$ cat src/rtl/alu_arbiter.sv
// Round-robin arbiter sharing one single-cycle ALU between two requesters, with a registered response slot.
// Optional build macro ALU_ARB_LOCK_EN adds req0_lock/req1_lock to pin the grant across a locked sequence.
module alu_arbiter #(
    parameter int WIDTH = 32,
    parameter int FW    = 4
) (
    input  logic             clk,
    input  logic             reset,
    input  logic             req0_valid,
    output logic             req0_ready,
    input  logic [WIDTH-1:0] req0_a,
    input  logic [WIDTH-1:0] req0_b,
    input  logic [FW-1:0]    req0_f,
    input  logic [4:0]       req0_shamt,
    input  logic             req1_valid,
    output logic             req1_ready,
    input  logic [WIDTH-1:0] req1_a,
    input  logic [WIDTH-1:0] req1_b,
    input  logic [FW-1:0]    req1_f,
    input  logic [4:0]       req1_shamt,
`ifdef ALU_ARB_LOCK_EN
    input  logic             req0_lock,
    input  logic             req1_lock,
`endif
    output logic [WIDTH-1:0] alu_a,
    output logic [WIDTH-1:0] alu_b,
    output logic [FW-1:0]    alu_f,
    output logic [4:0]       alu_shamt,
    input  logic [WIDTH-1:0] alu_y,
    input  logic             alu_zero,
    output logic             rsp_valid,
    input  logic             rsp_ready,
    output logic             rsp_id,
    output logic [WIDTH-1:0] rsp_y,
    output logic             rsp_zero,
    output logic             dbg_state
);

    // Handshake: a transfer happens on a rising edge where valid and ready are both high.
    // Requesters keep valid and operands stable until ready; the response slot holds until rsp_ready.
    typedef enum logic {
        EMPTY = 1'b0,
        FULL  = 1'b1
    } state_t;

    state_t state_q, state_d;
    logic   last_grant_q;
    logic   rr_valid, rr_id;
    logic   gnt_valid, gnt_id;
    logic   slot_free, accept;

`ifdef ALU_ARB_LOCK_EN
    logic   lock_act_q, lock_id_q;
`endif

    always_comb begin
        rr_valid = req0_valid | req1_valid;
        rr_id    = 1'b0;
        if (req0_valid && req1_valid) begin
            rr_id = ~last_grant_q;
        end else if (req1_valid) begin
            rr_id = 1'b1;
        end
    end

    always_comb begin
        gnt_valid = rr_valid;
        gnt_id    = rr_id;
`ifdef ALU_ARB_LOCK_EN
        // While pinned, only the lock owner may be granted, even if it is idle.
        if (lock_act_q) begin
            gnt_id    = lock_id_q;
            gnt_valid = lock_id_q ? req1_valid : req0_valid;
        end
`endif
    end

    assign slot_free  = (state_q == EMPTY) | rsp_ready;
    assign accept     = gnt_valid & slot_free;
    assign req0_ready = gnt_valid & ~gnt_id & slot_free;
    assign req1_ready = gnt_valid & gnt_id & slot_free;

    always_comb begin
        alu_a     = '0;
        alu_b     = '0;
        alu_f     = '0;
        alu_shamt = '0;
        if (gnt_valid) begin
            if (gnt_id) begin
                alu_a     = req1_a;
                alu_b     = req1_b;
                alu_f     = req1_f;
                alu_shamt = req1_shamt;
            end else begin
                alu_a     = req0_a;
                alu_b     = req0_b;
                alu_f     = req0_f;
                alu_shamt = req0_shamt;
            end
        end
    end

    always_ff @(posedge clk or posedge reset) begin
        if (reset) begin
            state_q <= EMPTY;
        end else begin
            state_q <= state_d;
        end
    end

    always_comb begin
        state_d = state_q;
        case (state_q)
            EMPTY:   if (accept) state_d = FULL;
            FULL:    if (!accept && rsp_ready) state_d = EMPTY;
            default: state_d = EMPTY;
        endcase
    end

    assign rsp_valid = (state_q == FULL);
    assign dbg_state = state_q;

    always_ff @(posedge clk or posedge reset) begin
        if (reset) begin
            rsp_y        <= '0;
            rsp_zero     <= 1'b0;
            rsp_id       <= 1'b0;
            last_grant_q <= 1'b1;
        end else if (accept) begin
            rsp_y        <= alu_y;
            rsp_zero     <= alu_zero;
            rsp_id       <= gnt_id;
            last_grant_q <= gnt_id;
        end
    end

`ifdef ALU_ARB_LOCK_EN
    always_ff @(posedge clk or posedge reset) begin
        if (reset) begin
            lock_act_q <= 1'b0;
            lock_id_q  <= 1'b0;
        end else if (accept) begin
            lock_act_q <= gnt_id ? req1_lock : req0_lock;
            lock_id_q  <= gnt_id;
        end
    end
`endif

endmodule
$ cat config.mk
export PLATFORM = sky130hd
export DESIGN_NAME = alu_arbiter
export DESIGN_NICKNAME = d
export VERILOG_FILES = /design/src/rtl/alu_arbiter.sv
export SDC_FILE = /design/constraint.sdc
export NUM_CORES = 1
export LEC_CHECK = 0
export ABC_AREA = 1
export CAP_MARGIN = 10
export CORE_AREA = 2 2 115 117
export CTS_CLUSTER_SIZE = 14
export DETAILED_ROUTE_END_ITERATION = 8
export DIE_AREA = 0 0 117 119
export SYNTH_ARGS = -nofsm -noshare
export SYNTH_HDL_FRONTEND = slang
export SYNTH_SLANG_ARGS = --single-unit
$ cat constraint.sdc
create_clock -name clk -period 2 [get_ports clk]
set_input_delay 0.2 -clock clk [delete_from_list [all_inputs] [get_ports clk]]
set_output_delay 0.2 -clock clk [all_outputs]
set_load 0.005 [all_outputs]
==> qor.txt, run 1 <==
number of setup violations in the final report: 0
Routed Wire Length: 13500 um
Initial Util: 20.3%
first drt pass iteration count: 7
1st-iter DRT viols: 184
syn avg cell area: 6.32 um^2
CTS sink count: 36
CP Capture Type: primary output
max-slew violations: 0
Rel. slew slack: 69.7%
Die W: 117 um
crit start category: flip-flop
port bufs: 294
clk_lat worst skew: 270 ps
n_diodes: 0
hold buffers post-CTS: 0
Die Ht: 119 um
first-pass GRT wire length: 20100 um
P_leak: 3.01 nW
peak supply drop: 0.313 mV
Post-Syn Area: 0.00262 mm^2
GPL Wtd Cong: 0.866
Max Clock Skew: 5.29 ps
Power Total: 3.04 mW
final core utilization: 47.2%
FF+latch count, synth: 36
DRC: 0
Total GRT Usage: 18.2%
Syn Nets: 598
DR vias/cell: 4.49
worst r2r src: dbg_state$_DFF_PP0_
depth of the CTS H-tree: 2
Mapped Cells: 414
Tmin final: 1960 ps
Req. time, crit path: 1800 ps
CP Max Fanout: 6
period utilization: 98.2%
row cnt: 42
I/O pin count: 295
Yosys cell types: 11
wire per inst: 15.3 um
Clock transition at path regs: 50 ps
DR vias: 3947
CTS Buf Count: 5
CTS tree: built
detailed-placement wirelength estimate: 10200 um
RSZ-0062 raised after global routing: yes
crit path launch: last_grant_q$_DFFE_PP1P_
Fillers: 1286
Fmax achieved: 509 MHz
final hold vios: 0
clk root buf: clkbuf_16
worst slew pin tran: 454 ps
share of cells above drive strength 1: 8.66%
HP Class: primary input to async pin
post-route antenna net violation count: 0
Core ar.: 0.0129 mm^2
Synth Warn #: 0
MaxCap Viol Count: 0
Reg area: 902 um^2
vias in the first global route: 3930
footprint of the multi-input gates: 0.00152 mm^2
initial antenna violation count: 0
grt total ovfl: 0
CP arrival: 1760 ps
largest net degree at the start of global routing: 65
P&R area growth vs syn: 132%
nets: 888
outcome: finished clean
CP Class: flip-flop to primary output
Clock Path Buffers: 2
Die ar.: 0.0139 mm^2
Power Dens Cells: 500 mW/mm^2
sequential area share after synthesis: 34.5%
[per-layer routing]
metal	track usage (%)	wire, um
met2	32.4	6790
met1	21.6	5470
met4	3.68	153
met3	4.89	1070
met5	0	0
[worst max-delay path, cell delays in order, from the launching register on]
cell             delay [ps]
dfstp_2                 550
nand2_4                  80
nand2_8                  90
buf_4                   150
nand3_1                  70
nand2_1                  60
clkdlybuf4s50_1         500
[final cells by class]
cell class / count / area share, %
Clock buffer: 6 / 2.12
Clock inverter: 1 / 0.0823
Inverter: 6 / 0.371
Multi-Input combinational cell: 330 / 25.1
Sequential cell: 36 / 14.8
Tap cell: 176 / 3.62
Timing Repair Buffer: 325 / 53.9
[timing repair]
item                                    CTS  global route
cloned                                    2             0
buffers inserted                          2             7
endpoints found under the setup margin   73             8
gates resized for setup                  77            57
hold endpoints to repair                  0             0
pin swaps                                 0             1
[path summary, 6_finish.rpt]
check                      slack (ps)  cells past startpoint                        to
setup / recovery                   40                      6              alu_shamt[1]
hold / removal                    350                      3     rsp_y[10]$_DFFE_PP0P_
setup reg to reg                  770                      4     rsp_y[11]$_DFFE_PP0P_
hold reg to reg                   470                      2     rsp_y[10]$_DFFE_PP0P_
max in group asynchronous        1310                      3  last_grant_q$_DFFE_PP1P_
min in group clk                  400                      3       dbg_state$_DFF_PP0_
[stage by stage]
stage	instance area (um^2)	hold WS, ps	std cells	TNS, ps	worst slack, ps
4_1_cts	5980	358	873	-268	-59.6
6_report	6080	347	880	0	36.8
2_1_floorplan	2620	317	414	0	684
3_3_place_gp	5790	452	862	-1970	-106
5_1_grt	6080	401	880	-122	-44.3
3_5_place_dp	5790	458	862	-2190	-104
[flip-flops by register name, indices dropped and copies added (netlist names)]
register	flops
dbg_state	1
rsp_zero	1
last_grant_q	1
rsp_id	1
rsp_y	32
[cell usage in the layout, fill, tap and decap left out]
master	instances
buf_12	10
buf_16	2
buf_2	1
buf_4	14
buf_6	3
buf_8	2
clkbuf_1	1
clkbuf_16	5
clkbuf_2	12
clkdlybuf4s15_1	21
clkdlybuf4s50_1	221
clkinv_2	1
dfrtp_1	35
dfstp_2	1
dlygate4sd2_1	33
dlymetal6s2s_1	6
inv_1	5
inv_2	1
nand2_1	144
nand2_2	1
nand2_4	2
nand2_8	1
nand3_1	176
nand3_2	5
nor2_1	1
[cells by family (layout without fill, tap and decap cells)]
logic type	Yosys count	in the layout	synth area share, %
flops	36	36	34.5
buf+inv	48	338	9.33
simple gates	330	330	56.2
[power breakdown]
group	switching, mW	leakage [nW]	internal (mW)
Sequential	0.0497	0.435	0.825
Clock	0.255	0.0667	0.452
Combinational	0.574	2.50	0.883
[Yosys cell counts]
cell	count	area share [%]
dfstp_2	1	1.0
nand2_1	146	21
nand2_2	2	0.48
dfrtp_1	35	33
nand3_1	181	35
buf_4	6	1.7
inv_1	5	0.72
clkbuf_1	3	0.43
buf_2	33	6.3
inv_2	1	0.14
nor2_1	1	0.14
(Power assumes the default switching activity.)
==> run 2: changes to the inputs <==
--- a/config.mk
+++ b/config.mk
@@ -8,7 +8,6 @@
 export ABC_AREA = 1
 export CAP_MARGIN = 10
 export CORE_AREA = 2 2 115 117
-export CTS_CLUSTER_SIZE = 14
 export DETAILED_ROUTE_END_ITERATION = 8
 export DIE_AREA = 0 0 117 119
 export SYNTH_ARGS = -nofsm -noshare
==> results of run 2 <==
Same layout as run 1: the final DEF is identical, and so are final timing and power.
==> run 3: changes to the inputs <==
--- a/config.mk
+++ b/config.mk
@@ -10,6 +10,7 @@
 export CORE_AREA = 2 2 115 117
 export DETAILED_ROUTE_END_ITERATION = 8
 export DIE_AREA = 0 0 117 119
+export MAX_ROUTING_LAYER = met4
 export SYNTH_ARGS = -nofsm -noshare
 export SYNTH_HDL_FRONTEND = slang
 export SYNTH_SLANG_ARGS = --single-unit
==> run 3 against run 2 <==
  * Power hardly changed
  * Final cell count stayed put
  * Global-route usage rose by 0.47 points
  * Sequential share of layout area about the same
  * Sequential power hardly changed
  * Setup slack about the same
  * Routed wire length up 0.23%
  * Critical path depth is the same
  * Maximum frequency hardly changed
==> qor.txt, run 3 (synthesis gave the netlist of run 1 again) <==
final hold vios: 0 (unchanged)
period utilization: 98.2% (about the same)
first-pass GRT wire length: 20000 um (-0.24%)
max FFs per register: 32 (unchanged)
Largest Register: rsp_y
port bufs: 294 (unchanged)
Routed Wire Length: 13500 um (+0.23%)
post-route antenna net violation count: 0 (unchanged)
Fmax achieved: 509 MHz (about the same)
P_leak: 3.01 nW (about the same)
Clock Path Buffers: 2 (unchanged)
crit-path max cell delay: 550 ps (about the same)
placed inst area: 0.00579 mm^2 (unchanged)
P&R area growth vs syn: 132%
post-route setup slack: 36.6 ps (-0.194 ps)
Req. time, crit path: 1800 ps (about the same)
Hold Slack: 349 ps (+1.67 ps)
DR vias/cell: 4.52 (+0.86%)
CP delay by family, top: buffers and inverters
HP Class: primary input to async pin
Tmin final: 1960 ps (+0.194 ps)
Initial Util: 20.3% (unchanged)
number of setup violations in the final report: 0 (unchanged)
CP Class: flip-flop to primary output
most frequent cells in the layout: clkdlybuf4s50_1, nand3_1, nand2_1
RSZ-0062 raised after global routing: yes
first drt pass iteration count: 7 (unchanged)
vias in the first global route: 3949 (+0.48%)
worst slew pin tran: 458 ps (+3.72 ps)
GPL Wtd Cong: 0.880 (+1.6%)
row cnt: 42 (unchanged)
Fillers: 1288 (+0.16%)
DRC: 0 (unchanged)
1st-iter DRT viols: 188 (+2.2%)
I/O pin count: 295 (unchanged)
initial antenna violation count: 0 (unchanged)
design area: 0.00607 mm^2 (-0.10%)
CTS tree: built
Max Clock Skew: 5.35 ps (+0.0608 ps)
Total GRT Usage: 18.6% (+0.47 points)
nets: 888 (unchanged)
slowest CP cell: dfstp_2
depth of the CTS H-tree: 2 (unchanged)
peak supply drop: 0.314 mV (about the same)
Power Dens Cells: 500 mW/mm^2 (about the same)
clk_lat worst skew: 270 ps (about the same)
Die ar.: 0.0139 mm^2 (unchanged)
CP Capture Type: primary output
Rel. slew slack: 69.5% (-0.25 points)
Die W: 117 um (unchanged)
Die Ht: 119 um (unchanged)
crit path cell chain: nand2_4 > nand2_8 > buf_4 > nand3_1 > nand2_1 > clkdlybuf4s50_1
most common cell after layout, fill and taps aside: clkdlybuf4s50_1
detailed-placement wirelength estimate: 10200 um (unchanged)
MaxCap Viol Count: 0 (unchanged)
share of cells above drive strength 1: 8.81% (+0.14 points)
CTS sink count: 36 (unchanged)
largest net degree at the start of global routing: 65 (unchanged)
max-slew violations: 0 (unchanged)
clk root buf: clkbuf_16
outcome: finished clean
Clock transition at path regs: 50 ps (about the same)
Core ar.: 0.0129 mm^2 (unchanged)
grt total ovfl: 0 (unchanged)
CP Max Fanout: 6 (unchanged)
crit start category: flip-flop
buffer and inverter count on the worst path: 2 (unchanged)
pre-CTS setup slack: -104 ps (unchanged)
n_diodes: 0 (unchanged)
DR vias: 3981 (+0.86%)
CP arrival: 1760 ps (about the same)
wire per inst: 15.3 um (+0.23%)
CTS Buf Count: 5 (unchanged)
run 3: final cells by class:
class | instances | area, um^2 | area share, %
Multi-Input combinational cell | 330 | 1520 | 25.1
Tap cell | 176 | 220 | 3.63
Sequential cell | 36 | 902 | 14.9
Inverter | 6 | 22.5 | 0.371
Clock inverter | 1 | 5.00 | 0.0824
Timing Repair Buffer | 325 | 3270 | 53.8
Clock buffer | 6 | 129 | 2.12
run 3: stage by stage:
step | power (mW) | utilization, % | TNS (ps) | instances
6_report | 3.04 | 47.2 | 0 | 880
5_1_grt | 3.24 | 47.2 | -105 | 880
4_1_cts | 3.05 | 46.4 | -268 | 873
3_5_place_dp | 2.36 | 45.0 | -2190 | 862
3_3_place_gp | 2.35 | 45.0 | -1970 | 862
2_1_floorplan | 1.34 | - | 0 | 414
run 3: timing repair:
item	in CTS	in global routing
endpoints found under the setup margin	73	8
gates resized for setup	77	57
hold buffers	0	0
gates cloned	2	0
pin swaps	0	1
setup buffers	2	7
run 3: layer usage:
metal	vias up	global-route usage, %	wire length [um]
met5	-	-	0
li1	1962	-	-
met2	199	32.3	6790
met1	1806	22.5	5530
met4	0	3.97	182
met3	14	3.31	1010
run 3: worst paths after layout:
path                                                from                        to  slack, ps  cells after the start
worst max-delay path            last_grant_q$_DFFE_PP1P_              alu_shamt[1]         40                      6
worst min-delay path                               reset     rsp_y[10]$_DFFE_PP0P_        350                      3
worst max register to register       dbg_state$_DFF_PP0_     rsp_y[11]$_DFFE_PP0P_        770                      4
worst min register to register     rsp_y[10]$_DFFE_PP0P_     rsp_y[10]$_DFFE_PP0P_        470                      2
max in group asynchronous                          reset  last_grant_q$_DFFE_PP1P_       1300                      3
min in group clk                              req1_valid       dbg_state$_DFF_PP0_        400                      3
run 3: tightest hold or removal path, stage by stage:
cell and delay, ps:
clkdlybuf4s50_1 400, inv_1 50, buf_4 390
run 3: power by group:
part	leakage (nW)	internal [mW]	switching, mW
Combinational	2.50	0.881	0.573
Sequential	0.435	0.825	0.0496
Clock	0.0667	0.452	0.255
